<file path="config.mk">
export PLATFORM = sky130hd
export DESIGN_NAME = alu_ccr_ctrl
export DESIGN_NICKNAME = d
export VERILOG_FILES = /design/src/rtl/alu_ccr_ctrl.sv
export SDC_FILE = /design/constraint.sdc
export NUM_CORES = 1
export LEC_CHECK = 0
export CORE_ASPECT_RATIO = 1.5
export CORE_MARGIN = 1
export CORE_UTILIZATION = 35
export DETAILED_ROUTE_END_ITERATION = 6
export PLACE_DENSITY = 0.7
export SLEW_MARGIN = 0
export SYNTH_ARGS = -nofsm -noshare
export SYNTH_HDL_FRONTEND = slang
export SYNTH_SLANG_ARGS = --single-unit
export TNS_END_PERCENT = 50
</file>
<file path="constraint.sdc">
create_clock -name clk -period 1.55 [get_ports clk]
set_input_delay 0.3875 -clock clk [delete_from_list [all_inputs] [get_ports clk]]
set_output_delay 0.3875 -clock clk [all_outputs]
set_load 0.02 [all_outputs]
</file>
<file path="src/rtl/alu_ccr_ctrl.sv">
// Condition-code register for the execute-stage ALU: selective flag update, jump
// evaluation with flag consume, and a shadow stack that saves/restores the CCR across interrupts.
module alu_ccr_ctrl #(
  parameter int DEPTH = 2,
  parameter int PTR_W = 2
) (
  input  logic       clk,
  input  logic       reset,
  input  logic       en,
  input  logic [5:0] alu_fun,
  input  logic [3:0] alu_flags,
  input  logic       cond_valid,
  input  logic [1:0] cond_sel,
  input  logic       int_save,
  input  logic       int_restore,
  output logic [3:0] ccr,
  output logic       carry_in,
  output logic       branch_taken,
  output logic       shadow_full,
  output logic       shadow_err
);

  typedef enum logic [1:0] {
    SEL_Z   = 2'b00,
    SEL_N   = 2'b01,
    SEL_C   = 2'b10,
    SEL_JMP = 2'b11
  } cond_sel_e;

  localparam logic [3:0] MASK_ALL  = 4'b1111;
  localparam logic [3:0] MASK_ZN   = 4'b0011;
  localparam logic [3:0] MASK_C    = 4'b0100;
  localparam logic [PTR_W-1:0] PTR_FULL = PTR_W'(DEPTH);

  logic [3:0]       ccr_q, ccr_d;
  logic [PTR_W-1:0] ptr_q, ptr_d;
  logic [3:0]       stack_q [DEPTH];
  logic [3:0]       stack_d [DEPTH];
  logic             err_q, err_d;

  logic [3:0] wr_mask, wr_val, clr_mask, ccr_exec, pop_val;
  logic       flag_hit, stack_empty, push_ok, pop_ok;
  cond_sel_e  sel;

  // Flag write mask per ALU function; SETC/CLRC force the carry value themselves.
  always_comb begin
    wr_mask = '0;
    wr_val  = alu_flags;
    unique case (alu_fun)
      6'd2, 6'd3, 6'd16, 6'd17: wr_mask = MASK_ALL;
      6'd5, 6'd14, 6'd15, 6'd22: wr_mask = MASK_ZN;
      6'd6, 6'd7:               wr_mask = MASK_C;
      6'd8: begin
        wr_mask   = MASK_C;
        wr_val[2] = 1'b1;
      end
      6'd9: begin
        wr_mask   = MASK_C;
        wr_val[2] = 1'b0;
      end
      default: wr_mask = '0;
    endcase
    if (!en) wr_mask = '0;
  end

  assign sel = cond_sel_e'(cond_sel);

  always_comb begin
    unique case (sel)
      SEL_Z:   flag_hit = ccr_q[0];
      SEL_N:   flag_hit = ccr_q[1];
      SEL_C:   flag_hit = ccr_q[2];
      default: flag_hit = 1'b1;
    endcase
  end

  assign branch_taken = reset & en & cond_valid & flag_hit;

  // Clear is applied before the ALU write so a same-cycle ALU write of the tested bit wins.
  always_comb begin
    clr_mask = '0;
    if (branch_taken && sel != SEL_JMP) clr_mask[cond_sel] = 1'b1;
    ccr_exec = ((ccr_q & ~clr_mask) & ~wr_mask) | (wr_val & wr_mask);
  end

  assign stack_empty = (ptr_q == '0);
  assign shadow_full = (ptr_q == PTR_FULL);
  assign push_ok     = int_save & ~int_restore & ~shadow_full;
  assign pop_ok      = int_restore & ~int_save & ~stack_empty;
  assign err_d       = (int_save & int_restore)
                     | (int_save & ~int_restore & shadow_full)
                     | (int_restore & ~int_save & stack_empty);

  always_comb begin
    pop_val = '0;
    for (int i = 0; i < DEPTH; i++) begin
      if (ptr_q == PTR_W'(i + 1)) pop_val = stack_q[i];
    end
  end

  // NOTE: every variable assigned in always_comb gets a default first, so no latch is inferred.
  always_comb begin
    stack_d = stack_q;
    ptr_d   = ptr_q;
    ccr_d   = ccr_exec;
    if (push_ok) begin
      ptr_d = ptr_q + 1'b1;
      for (int i = 0; i < DEPTH; i++) begin
        if (ptr_q == PTR_W'(i)) stack_d[i] = ccr_q;
      end
    end else if (pop_ok) begin
      ptr_d = ptr_q - 1'b1;
      ccr_d = pop_val;
    end
  end

  // NOTE: the shadow stack is only DEPTH entries and must read as zero after reset, so it is reset like any register.
  always_ff @(posedge clk or negedge reset) begin
    if (!reset) begin
      ccr_q <= '0;
      ptr_q <= '0;
      err_q <= 1'b0;
      for (int i = 0; i < DEPTH; i++) stack_q[i] <= '0;
    end else begin
      // NOTE: sequential state uses non-blocking assignments so all registers update together.
      ccr_q   <= ccr_d;
      ptr_q   <= ptr_d;
      err_q   <= err_d;
      stack_q <= stack_d;
    end
  end

  assign ccr        = ccr_q;
  assign carry_in   = ccr_q[2];
  assign shadow_err = err_q;

endmodule

</file>
==> flow_summary.html <==
<table>
<tr><th>Metric</th><th>Value</th></tr>
<tr><th colspan="2">Pwr</th></tr>
<tr><td>Static leakage power</td><td>0.811 nW</td></tr>
<tr><td>Part of the total power dissipated in combinational logic</td><td>62.3%</td></tr>
<tr><td>Sequential share of power</td><td>28.8%</td></tr>
<tr><td>Switching part of the total</td><td>38.1%</td></tr>
<tr><td>Max VDD drop</td><td>1.27 mV</td></tr>
<tr><td>Internal power</td><td>0.00151 W</td></tr>
<tr><td>Power density relative to cell area</td><td>1410 nW/um^2</td></tr>
<tr><td>Part of the power in the clock network</td><td>8.9%</td></tr>
<tr><td>Sw power</td><td>0.000929 W</td></tr>
<tr><th colspan="2">Floorplan</th></tr>
<tr><td>Core area</td><td>2530 sq um</td></tr>
<tr><td>Initial core utilization</td><td>37.9%</td></tr>
<tr><td>Count of boundary I/O pins</td><td>26</td></tr>
<tr><td>Height of the die</td><td>66.1 um</td></tr>
<tr><td>Overall die area</td><td>2960 sq um</td></tr>
<tr><td>Horizontal die dimension</td><td>44.8 um</td></tr>
<tr><td>Row cnt</td><td>22</td></tr>
<tr><th colspan="2">Timing</th></tr>
<tr><td>Final Critical Period</td><td>1.62 ns</td></tr>
<tr><td>Measured slew at the worst slew-check pin</td><td>0.314 ns</td></tr>
<tr><td>Max-slew violations</td><td>0</td></tr>
<tr><td># setup viols final</td><td>9</td></tr>
<tr><td>Worst clock skew</td><td>0.00390 ns</td></tr>
<tr><td>Post-route worst setup slack</td><td>-0.0691 ns</td></tr>
<tr><td>Max frequency</td><td>618 MHz</td></tr>
<tr><td>Setup repair after global routing missed its margin</td><td>true</td></tr>
<tr><td>Count of final hold-check violations</td><td>0</td></tr>
<tr><td>Remaining max-slew budget at the tightest pin</td><td>79.1%</td></tr>
<tr><td>Final period util</td><td>104%</td></tr>
<tr><th colspan="2">Finish</th></tr>
<tr><td>Layout filler cell count</td><td>202</td></tr>
<tr><td>Antenna diode count</td><td>0</td></tr>
<tr><td>Share of cells above drive strength 1</td><td>52.9%</td></tr>
<tr><td>Area delta synth-&gt;final</td><td>79.7%</td></tr>
<tr><td>Final instance area</td><td>1720 sq um</td></tr>
<tr><td>Post-layout nets</td><td>177</td></tr>
<tr><td>Leading cell types in the layout, fill and taps excluded</td><td>buf_4 (30), dfrtp_1 (15), dlygate4sd2_1 (10)</td></tr>
<tr><td>Leading cell type in the layout, fill and taps excluded</td><td>buf_4</td></tr>
<tr><th colspan="2">Synth</th></tr>
<tr><td>Number of synthesis warnings</td><td>0</td></tr>
<tr><td>Flop and latch count out of synthesis</td><td>15</td></tr>
<tr><td>Synth async-reset ratio</td><td>100%</td></tr>
<tr><td>Number of nets produced by synthesis</td><td>118</td></tr>
<tr><td>Post-Syn Instances</td><td>97</td></tr>
<tr><td>Number of enable flip-flop cells after synthesis</td><td>0</td></tr>
<tr><td>Number of distinct standard cells referenced by the synthesized netlist</td><td>38</td></tr>
<tr><td>Sequential fraction of the synthesis area</td><td>39.1%</td></tr>
<tr><td>Mapped Avg Cell Area</td><td>9.89 sq um</td></tr>
<tr><td>Synth Flop Type</td><td>dfrtp_1</td></tr>
<tr><td>Post-Synthesis Cell Area</td><td>960 sq um</td></tr>
<tr><th colspan="2">GRT</th></tr>
<tr><td>Via count of the first global-routing pass</td><td>1012</td></tr>
<tr><td>Initial antenna violation count</td><td>0</td></tr>
<tr><td>Remaining Overflow, GRT</td><td>0</td></tr>
<tr><td>Aggregate global-route resource usage</td><td>21.5%</td></tr>
<tr><td>Pin count of the biggest net entering global routing</td><td>16</td></tr>
<tr><td>Global-route wire length before repair</td><td>4620 um</td></tr>
<tr><th colspan="2">Route</th></tr>
<tr><td>Number of search-and-repair iterations in the first detailed-routing pass</td><td>4</td></tr>
<tr><td>Remaining routing DRC violations</td><td>0</td></tr>
<tr><td>Final routed wire length divided by cell count</td><td>15.0 um</td></tr>
<tr><td>Vias after detailed routing</td><td>990</td></tr>
<tr><td>Routed Wire Length</td><td>2860 um</td></tr>
<tr><td>Number of vias per cell</td><td>5.18</td></tr>
<tr><td>Antenna-violating nets left</td><td>0</td></tr>
<tr><td>Iteration-0 DRC count of the detailed router</td><td>13</td></tr>
<tr><th colspan="2">Critical path</th></tr>
<tr><td>Worst reg2reg startpoint</td><td>ptr_q[1]</td></tr>
<tr><td>Critical path capture point type</td><td>primary output</td></tr>
<tr><td>Worst path arrival time</td><td>1.23 ns</td></tr>
<tr><td>Slowest cell on the critical path</td><td>clkdlybuf4s50_1</td></tr>
<tr><td>Endpoint of the worst register-to-register path</td><td>stack_q[1]</td></tr>
<tr><td>Crit-path max cell delay</td><td>0.48 ns</td></tr>
<tr><td>Source of the critical timing path</td><td>cond_valid</td></tr>
<tr><td>Cell chain of the critical path</td><td>clkdlybuf4s50_1, nand3_2, nor2_2, buf_6</td></tr>
<tr><td>Depth of the worst register-to-register path</td><td>6</td></tr>
<tr><td>Register-to-Register Setup Slack</td><td>-0.02 ns</td></tr>
<tr><td>Critical path start-end classification</td><td>in -&gt; out</td></tr>
<tr><td>Largest fanout on the critical path</td><td>3</td></tr>
<tr><td>Setup crit start kind</td><td>input port</td></tr>
<tr><td>CP top delay family</td><td>buffers and inverters</td></tr>
<tr><td>Critical path data required time</td><td>1.16 ns</td></tr>
<tr><td>CP Buf/Inv Count</td><td>2</td></tr>
<tr><th colspan="2">Placement</th></tr>
<tr><td>Routability congestion estimate</td><td>0.809</td></tr>
<tr><td># port buffers</td><td>25</td></tr>
<tr><td>Standard cell area after detailed placement</td><td>1490 sq um</td></tr>
<tr><td>Worst slack, placed</td><td>-0.815 ns</td></tr>
<tr><td>Placed wire-length estimate after detailed placement</td><td>2000 um</td></tr>
<tr><th colspan="2">Status</th></tr>
<tr><td>Violations in the final reports</td><td>setup timing</td></tr>
<tr><td>Run status</td><td>finished, violations left</td></tr>
<tr><th colspan="2">Clock tree</th></tr>
<tr><td>Clock transition at the registers of the reported paths</td><td>0.09 ns</td></tr>
<tr><td>Clock tree from TritonCTS</td><td>built</td></tr>
<tr><td>Bufs on Longest Clock Path</td><td>2</td></tr>
<tr><td>Clock latency on the worst-skew pair</td><td>0.27 ns</td></tr>
<tr><td>Buffer cell driving the clock tree root</td><td>clkbuf_4</td></tr>
<tr><td>Clock buffers created by TritonCTS</td><td>3</td></tr>
<tr><td>Hold-fix buffers, CTS</td><td>0</td></tr>
<tr><td>H-Tree Level Count</td><td>1</td></tr>
<tr><td>Clock sinks</td><td>15</td></tr>
<tr><th colspan="2">Run</th></tr>
<tr><td>Maximum capacitance violations</td><td>0</td></tr>
<tr><th colspan="2">Worst hold path</th></tr>
<tr><td>Hold Path Class</td><td>in -&gt; async</td></tr>
</table>
## Yosys cell counts, drive strengths merged, types with 3 or more instances
master,n,area share [%]
nor2,8,3.1
inv,3,1.2
xnor2,3,2.7
o21ai,3,1.6
ha,3,3.9
nand2b,3,2.0
and2,3,2.0
nor3,4,2.6
mux2,10,12
nor2b,4,2.6
a221oi,3,2.7
dfrtp,15,39
a21oi,4,2.1
nand2,5,2.0
buf,4,3.0
## sequential cells by signal, summed over array words and instances (netlist names)
register	count
stack_q	8
ccr	4
ptr_q	2
shadow_err	1
## how the worst max path moves through the flow
| stage | slack, ns | cells after the start | endpoint |
|---|---|---|---|
| 2_1_floorplan | -0.08 | 7 | stack_q[0] |
| 3_3_place_gp | -0.74 | 5 | branch_taken |
| 3_5_place_dp | -0.82 | 5 | branch_taken |
| 4_1_cts | -0.16 | 6 | branch_taken |
| 5_1_grt | -0.1 | 4 | branch_taken |
| 6_report | -0.07 | 4 | branch_taken |
## layout make-up
| cell class | count | area [sq um] | share of cell area, % |
|---|---|---|---|
| tap | 36 | 45.0 | 2.61 |
| sequential | 15 | 375 | 21.8 |
| clock buffer | 4 | 26.3 | 1.52 |
| multi-input combinational | 74 | 774 | 44.9 |
| timing repair buffer | 59 | 489 | 28.4 |
| inverter | 3 | 13.8 | 0.798 |
## kinds of logic (layout without fill, tap and decap cells)
kind of cell               count (synthesis)  count (layout)  synth area share, %
xor gates and xnor gates                   3               3                 2.74
DFF                                       15              15                 39.1
buffers and inverters                      8              66                 4.56
muxes                                     12              12                 13.8
adders and majority gates                  3               3                 3.91
AOI/OAI and AO/OA                         20              20                 14.7
and+or+nand+nor                           36              36                 21.1
## worst register-to-register path: cells and delay by family, from the launching register on
kind / cells / cell delay [ns]
simple gates: 3 / 0.47
buf+inv: 1 / 0.13
flops: 1 / 0.41
fa+ha+maj: 1 / 0.16
mux: 1 / 0.31
## power groups by stage
stage | Combinational, W | Clock [W] | Sequential, W
3_3_place_gp | 0.00121 | 0 | 0.000671
6_report | 0.00152 | 0.000218 | 0.000701
2_1_floorplan | 0.000629 | 0 | 0.000749
4_1_cts | 0.00144 | 0.000228 | 0.000687
3_5_place_dp | 0.00124 | 0 | 0.000675
5_1_grt | 0.00163 | 0.000236 | 0.000722
## stage by stage
step | utilization [%] | hold slack, ns | std cells | TNS [ns] | power (W)
6_report | 68.1 | 0.261 | 191 | -0.212 | 0.00244
5_1_grt | 68.1 | 0.278 | 191 | -0.779 | 0.00259
4_1_cts | 65.0 | 0.263 | 190 | -0.452 | 0.00235
3_5_place_dp | 58.8 | 0.493 | 182 | -6.24 | 0.00192
3_3_place_gp | 58.8 | 0.495 | 182 | -5.70 | 0.00188
2_1_floorplan | - | 0.0919 | 97 | -0.750 | 0.00138
## per-layer routing
layer  GRT usage (%)  vias to the layer above  wire [um]
li1                -                      470          -
met2            38.4                       27       1590
met3            3.28                        4        116
met1            25.0                      489       1120
met5               0                        -          0
met4            7.58                        0         32
## repair_timing
action	4_1_cts	5_1_grt
resized for setup	53	25
gates cloned	0	0
pin swaps	11	7
endpoints found under the setup margin	20	17
buffers inserted	5	2
Power figures use the tool's default switching activity.
==> RTL edit 1: new RTL, same flow settings <==
The parameter `DEPTH` goes from 2 to 4.
--- a/src/rtl/alu_ccr_ctrl.sv
+++ b/src/rtl/alu_ccr_ctrl.sv
@@ -2,5 +2,5 @@
 // evaluation with flag consume, and a shadow stack that saves/restores the CCR across interrupts.
 module alu_ccr_ctrl #(
-  parameter int DEPTH = 2,
+  parameter int DEPTH = 4,
   parameter int PTR_W = 2
 ) (
Behaviour: not the same (a bounded check fails within 4 cycles, from zero or initial values and one cycle with reset low).
==> RTL edit 1 against the unedited design <==
The run still ends with negative setup slack left; first-iteration DRC count stayed put; sequential power fell by 2%; sequential cell count up 4; clock skew is essentially flat; design area decreased by 1.5%; routed wire length is 4.8% lower; worst setup slack gained 0.021 ns; area after synthesis up 18%; clock power increased by 57%; total power decreased by 10%; combinational power decreased by 24%; critical endpoint unchanged.
==> RTL edit 1: results (changes against the unedited design) <==
GRT
  • Overall Global Routing Usage: 17.0% (was 21.5%)
  • First-pass GRT wire length: 4590 um (was 4620 um)
  • Largest net degree at the start of global routing: 20 (was 16)
  • Vias in the first global route: 1069 (was 1012)

Placed design
  • Half-perimeter wire length after placement: 2110 um (was 2000 um)
  • RD Place Congestion: 0.740 (was 0.809)

Status
  • Failing checks: negative setup slack (unchanged)
  • Outcome: complete, but fails checks (unchanged)

Cells and area
  • Layout cells sized above 1: 32.1% (was 52.9%)
  • Fin nets: 185 (was 177)
  • Largest Register: stack_q (unchanged)

Logic synthesis
  • Sequential share of the synthesized area: 42.0% (was 39.1%)
  • Post-synth top cells: dfrtp_1 (19), nand2_1 (11), nor2_1 (11) (was dfrtp_1 (15), mux2_2 (10), nor2_1 (8))
  • Synth area leaders: dfrtp_1 (42%), mux2_1 (9.0%), ha_1 (4.4%) (was dfrtp_1 (39%), mux2_2 (12%), ha_1 (3.9%))
  • Netlist cell types: 34 (was 38)
  • Mapped Nets: 140 (was 118)

Timing
  • Post-layout worst setup margin: -0.0478 ns (was -0.0691 ns)
  • Final setup viols: 1 (was 9)
  • Worst-Margin Slew: 0.287 ns (was 0.314 ns)
  • Clk_skew: 0.00391 ns (was 0.00390 ns)

Clock network
  • CTS Root Cell: clkbuf_8 (was clkbuf_4)

Setup path
  • R2R Setup Slk: 0.07 ns (was -0.02 ns)
  • Slowest Stage Delay on Critical Path: 0.39 ns (was 0.48 ns)
  • Worst Path Max Fanout: 2 (was 3)
  • Slowest CP cell: dfrtp_1 (was clkdlybuf4s50_1)

Power and ir drop
  • P_sw: 0.000800 W (was 0.000929 W)
  • Worst VDD drop: 1.13 mV (was 1.27 mV)
  • Leakage: 0.827 nW (was 0.811 nW)

Route
  • Final WL: 2730 um (was 2860 um)
  • Vias per cell: 5.05 (was 5.18)
==> RTL edit 1: cell types whose count changed after synthesis, moves of 3 or more <==
cell      before  now
a221oi_1       3    0
and2_1         3    0
clkbuf_1       1    8
dfrtp_1       15   19
mux2_1         0    9
mux2_2        10    0
nand2_1        5   11
nor2_1         8   11
o21ai_0        2    6
==> RTL edit 1: cells by family after synthesis <==
group,Yosys count,synth area share (%)
flip-flops,19,42.0
AO/OA/AOI/OAI,26,16.4
multiplexers,11,10.7
buffers and inverters,15,6.08
AND/OR/NAND/NOR,39,17.3
XOR/XNOR,4,3.10
adder cells (fa/ha/maj),4,4.42
==> RTL edit 1: what timing repair did <==
action / 4_1_cts / 5_1_grt
gates resized for setup: 26 / 25
pin swaps: 4 / 10
setup buffers: 1 / 0
setup endpoints to repair: 16 / 13
gates cloned: 0 / 0
==> RTL edit 1: final timing paths <==
path,from,end,cells after the start
max in group asynchronous,reset,stack_q[4],2
min,reset,ccr[0],2
max,ccr[0],branch_taken,4
min reg2reg,stack_q[15],stack_q[15],0
max reg2reg,ptr_q[0],stack_q[6],5
min in group clk,stack_q[15],stack_q[15],0
==> RTL edit 1: metrics by stage <==
step,instances,TNS [ns],hold slack [ns],worst slack [ns],utilization (%)
final,201,-0.0478,0.192,-0.0478,56.5
after global routing,201,-0.0955,0.209,-0.0955,56.5
after CTS,201,-0.134,0.386,-0.134,54.1
after detailed placement,196,-4.15,0.370,-0.752,52.5
after global placement,196,-3.86,0.366,-0.721,52.5
after floorplan,118,0,0.0919,0.000779,-
==> RTL edit 1: critical path: cells and delay by family, from the launching register on <==
family,cells,cell delay [ns]
mux,1,0.28
compound gates,1,0.10
flops,1,0.39
simple gates,1,0.06
buf+inv,1,0.12
==> RTL edit 1: layout make-up <==
class / count / area (um2)
inverters: 4 / 15.0
multi-input cells: 84 / 686
flip-flops and latches: 19 / 475
well taps: 39 / 48.8
fillers: 268 / 1310
repair buffers: 51 / 428
clock buffers: 4 / 45.0
==> RTL edit 1: per-layer routing <==
metal / track usage (%) / wire, um
met5: 0 / 0
met4: 6.86 / 44
met3: 1.70 / 90
met2: 33.3 / 1520
met1: 18.3 / 1070
==> RTL edit 1: power groups by stage <==
stage	Combinational (W)	Sequential [W]	Clock [W]
2_1_floorplan	0.000542	0.000758	0
3_3_place_gp	0.00108	0.000687	0
3_5_place_dp	0.00112	0.000694	0
4_1_cts	0.00110	0.000685	0.000353
5_1_grt	0.00127	0.000700	0.000375
6_report	0.00115	0.000685	0.000343
==> RTL edit 2: new RTL, same flow settings <==
Made on the original files. Put one more register stage on the output `shadow_err`, with the module's reset. The value now appears one clock later. The other outputs are not delayed to match.
--- a/src/rtl/alu_ccr_ctrl.sv
+++ b/src/rtl/alu_ccr_ctrl.sv
@@ -133,5 +133,11 @@
   assign ccr        = ccr_q;
   assign carry_in   = ccr_q[2];
-  assign shadow_err = err_q;
+  always_ff @(posedge clk or negedge reset) begin
+    if (!reset) begin
+      shadow_err <= '0;
+    end else begin
+      shadow_err <= err_q;
+    end
+  end
 
 endmodule
Behaviour: not the same (a bounded check fails within 4 cycles, from zero or initial values and one cycle with reset low).
==> RTL edit 2 against the unedited design <==
The run still ends with negative setup slack left; sequential power up 3.6%; total power decreased by 5.9%; utilization shrank 4.9 points; sequential cell count grew 1; die area fell by 0.13%; worst hold slack lost 0.044 ns; design area down 7.2%; first-iteration DRC count rose by 62%; area after synthesis down 0.13%; worst setup slack hardly changed; sequential share of layout area rose by 3.3 points; routed wire length fell by 9.1%; critical path type is now reg -> out.
==> RTL edit 2: results (changes against the unedited design) <==
Status
  • Outcome: complete, but fails checks (unchanged)
  • Failing checks: negative setup slack (unchanged)

Route
  • Initial DRC count: 21 (was 13)
  • Final WL: 2600 um (was 2860 um)
  • Vias per cell: 5.23 (was 5.18)
  • Drt drc: 0 (unchanged)
  • DR pass1 iterations: 4 (unchanged)

Cells and area
  • Largest Register: stack_q (unchanged)
  • Layout cells sized above 1: 50.3% (was 52.9%)
  • Fillers: 228 (was 202)
  • Number of cells in the finished layout apart from fillers: 181 (was 191)
  • Fin nets: 167 (was 177)
  • Max reg flops: 8 (unchanged)

Timing
  • Max-Slew Margin vs Limit: 79.6% (was 79.1%)
  • Clk_skew: 0.00363 ns (was 0.00390 ns)
  • Post-layout worst setup margin: -0.0693 ns (was -0.0691 ns)
  • Final setup viols: 1 (was 9)
  • Final Max Slew Viols: 0 (unchanged)

Logic synthesis
  • Mapped Nets: 114 (was 118)
  • Post-synth top cells: dfrtp_1 (16), mux2_2 (10), nor2_1 (8) (was dfrtp_1 (15), mux2_2 (10), nor2_1 (8))
  • Netlist cell types: 34 (was 38)
  • Ys async rst share: 100% (unchanged)
  • Sequential share of the synthesized area: 41.8% (was 39.1%)
  • Ys Warns: 0 (unchanged)
  • Synth area leaders: dfrtp_1 (42%), mux2_2 (12%), ha_1 (3.9%) (was dfrtp_1 (39%), mux2_2 (12%), ha_1 (3.9%))
  • Syn_area_per_cell: 10.3 um2 (was 9.89 um2)

Setup path
  • WP data arrival: 1.23 ns (about the same)
  • Slowest CP cell: dfrtp_1 (was clkdlybuf4s50_1)
  • Slowest Stage Delay on Critical Path: 0.39 ns (was 0.48 ns)
  • Worst Path Max Fanout: 2 (was 3)

GRT
  • Overall Global Routing Usage: 19.8% (was 21.5%)
  • Largest net degree at the start of global routing: 17 (was 16)
  • GRT met2 Usage: 40.3% (was 38.4%)
  • Initial antenna violation count: 0 (unchanged)
  • Grt met1 use: 18.5% (was 25.0%)
  • First-pass GRT wire length: 4250 um (was 4620 um)
  • Vias in the first global route: 1028 (was 1012)
  • GR Util met3: 1.91% (was 3.28%)

Min path
  • Min-Delay Path Class: in -> async (unchanged)

Placed design
  • Pre-CTS setup slack: -0.751 ns (was -0.815 ns)
  • RD Place Congestion: 0.767 (was 0.809)
  • Placed cells: 175 (was 182)
  • Port bufs: 25 (unchanged)
  • Half-perimeter wire length after placement: 1970 um (was 2000 um)

Power and ir drop
  • P_sw: 0.000837 W (was 0.000929 W)
  • Worst VDD drop: 1.04 mV (was 1.27 mV)
  • Leakage: 0.767 nW (was 0.811 nW)

Clock network
  • Clk slew on worst S/H paths: 0.09 ns (about the same)
  • Worst-Skew Late Latency: 0.29 ns (was 0.27 ns)
  • Num CTS Buffers: 3 (unchanged)
  • CTS Root Cell: clkbuf_4 (unchanged)

Run
  • MaxCap Viol Count: 0 (unchanged)
[RTL edit 2: final cells by class]
type | count | area share, %
Multi-Input combinational cell | 71 | 42.5
Tap cell | 36 | 2.81
Timing Repair Buffer | 51 | 26.5
Sequential cell | 16 | 25.1
Clock buffer | 4 | 2.27
Inverter | 3 | 0.860
[RTL edit 2: power by group through the flow]
| stage | combinational (W) | sequential [W] | clock [W] |
|---|---|---|---|
| CTS | 0.00123 | 0.000717 | 0.000278 |
| finish | 0.00130 | 0.000726 | 0.000272 |
| global route | 0.00140 | 0.000744 | 0.000290 |
| global placement | 0.00117 | 0.000718 | 0 |
| detailed placement | 0.00120 | 0.000728 | 0 |
| floorplan | 0.000646 | 0.000782 | 0 |
[RTL edit 2: worst max-delay path, delay by kind of cell, from the launching register on]
kind	cells	cell delay, ns
flip-flops	1	0.39
AO/OA/AOI/OAI	1	0.08
multiplexers	1	0.27
buffers and inverters	1	0.15
AND/OR/NAND/NOR	1	0.05
[RTL edit 2: logic make-up (layout without fill, tap and decap cells)]
family                     after synthesis  count (layout)  share of synthesized area, %
muxes                                   11              11                          12.8
and+or+nand+nor                         29              29                          17.5
AOI/OAI and AO/OA                       26              26                          18.9
DFF                                     16              16                          41.8
adders and majority gates                3               3                          3.92
xor gates and xnor gates                 2               2                          1.83
buffers and inverters                    6              58                          3.26
[RTL edit 2: path summary, 6_finish.rpt]
path / from / end / slack, ns / cells after the start
min in group clk: err_q / shadow_err / 0.36 / 0
max: ccr[0] / branch_taken / -0.07 / 4
max in group asynchronous: reset / ptr_q[1] / 1.14 / 2
min: reset / ccr[1] / 0.22 / 2
min reg2reg: err_q / shadow_err / 0.36 / 0
max reg2reg: ptr_q[1] / stack_q[3] / 0.02 / 5
[RTL edit 2: repair_timing]
action	in CTS	in global routing
setup buffers	2	0
setup endpoints to repair	20	16
pin swaps	6	5
cloned	0	0
resized for setup	54	24
[RTL edit 2: layer usage]
layer / wire length (um) / vias up
met1: 966 / 461
li1: - / 453
met4: 69 / 0
met3: 87 / 7
met5: 0 / -
met2: 1480 / 25
[RTL edit 2: metrics by stage]
stage | area [um2] | utilization, % | setup TNS (ns) | hold slack (ns)
2_1_floorplan | 1020 | - | -0.889 | 0.0919
6_report | 1600 | 63.2 | -0.0693 | 0.216
5_1_grt | 1600 | 63.2 | -0.303 | 0.249
3_3_place_gp | 1470 | 57.9 | -5.50 | 0.332
3_5_place_dp | 1470 | 57.9 | -5.76 | 0.348
4_1_cts | 1540 | 60.7 | -0.156 | 0.229
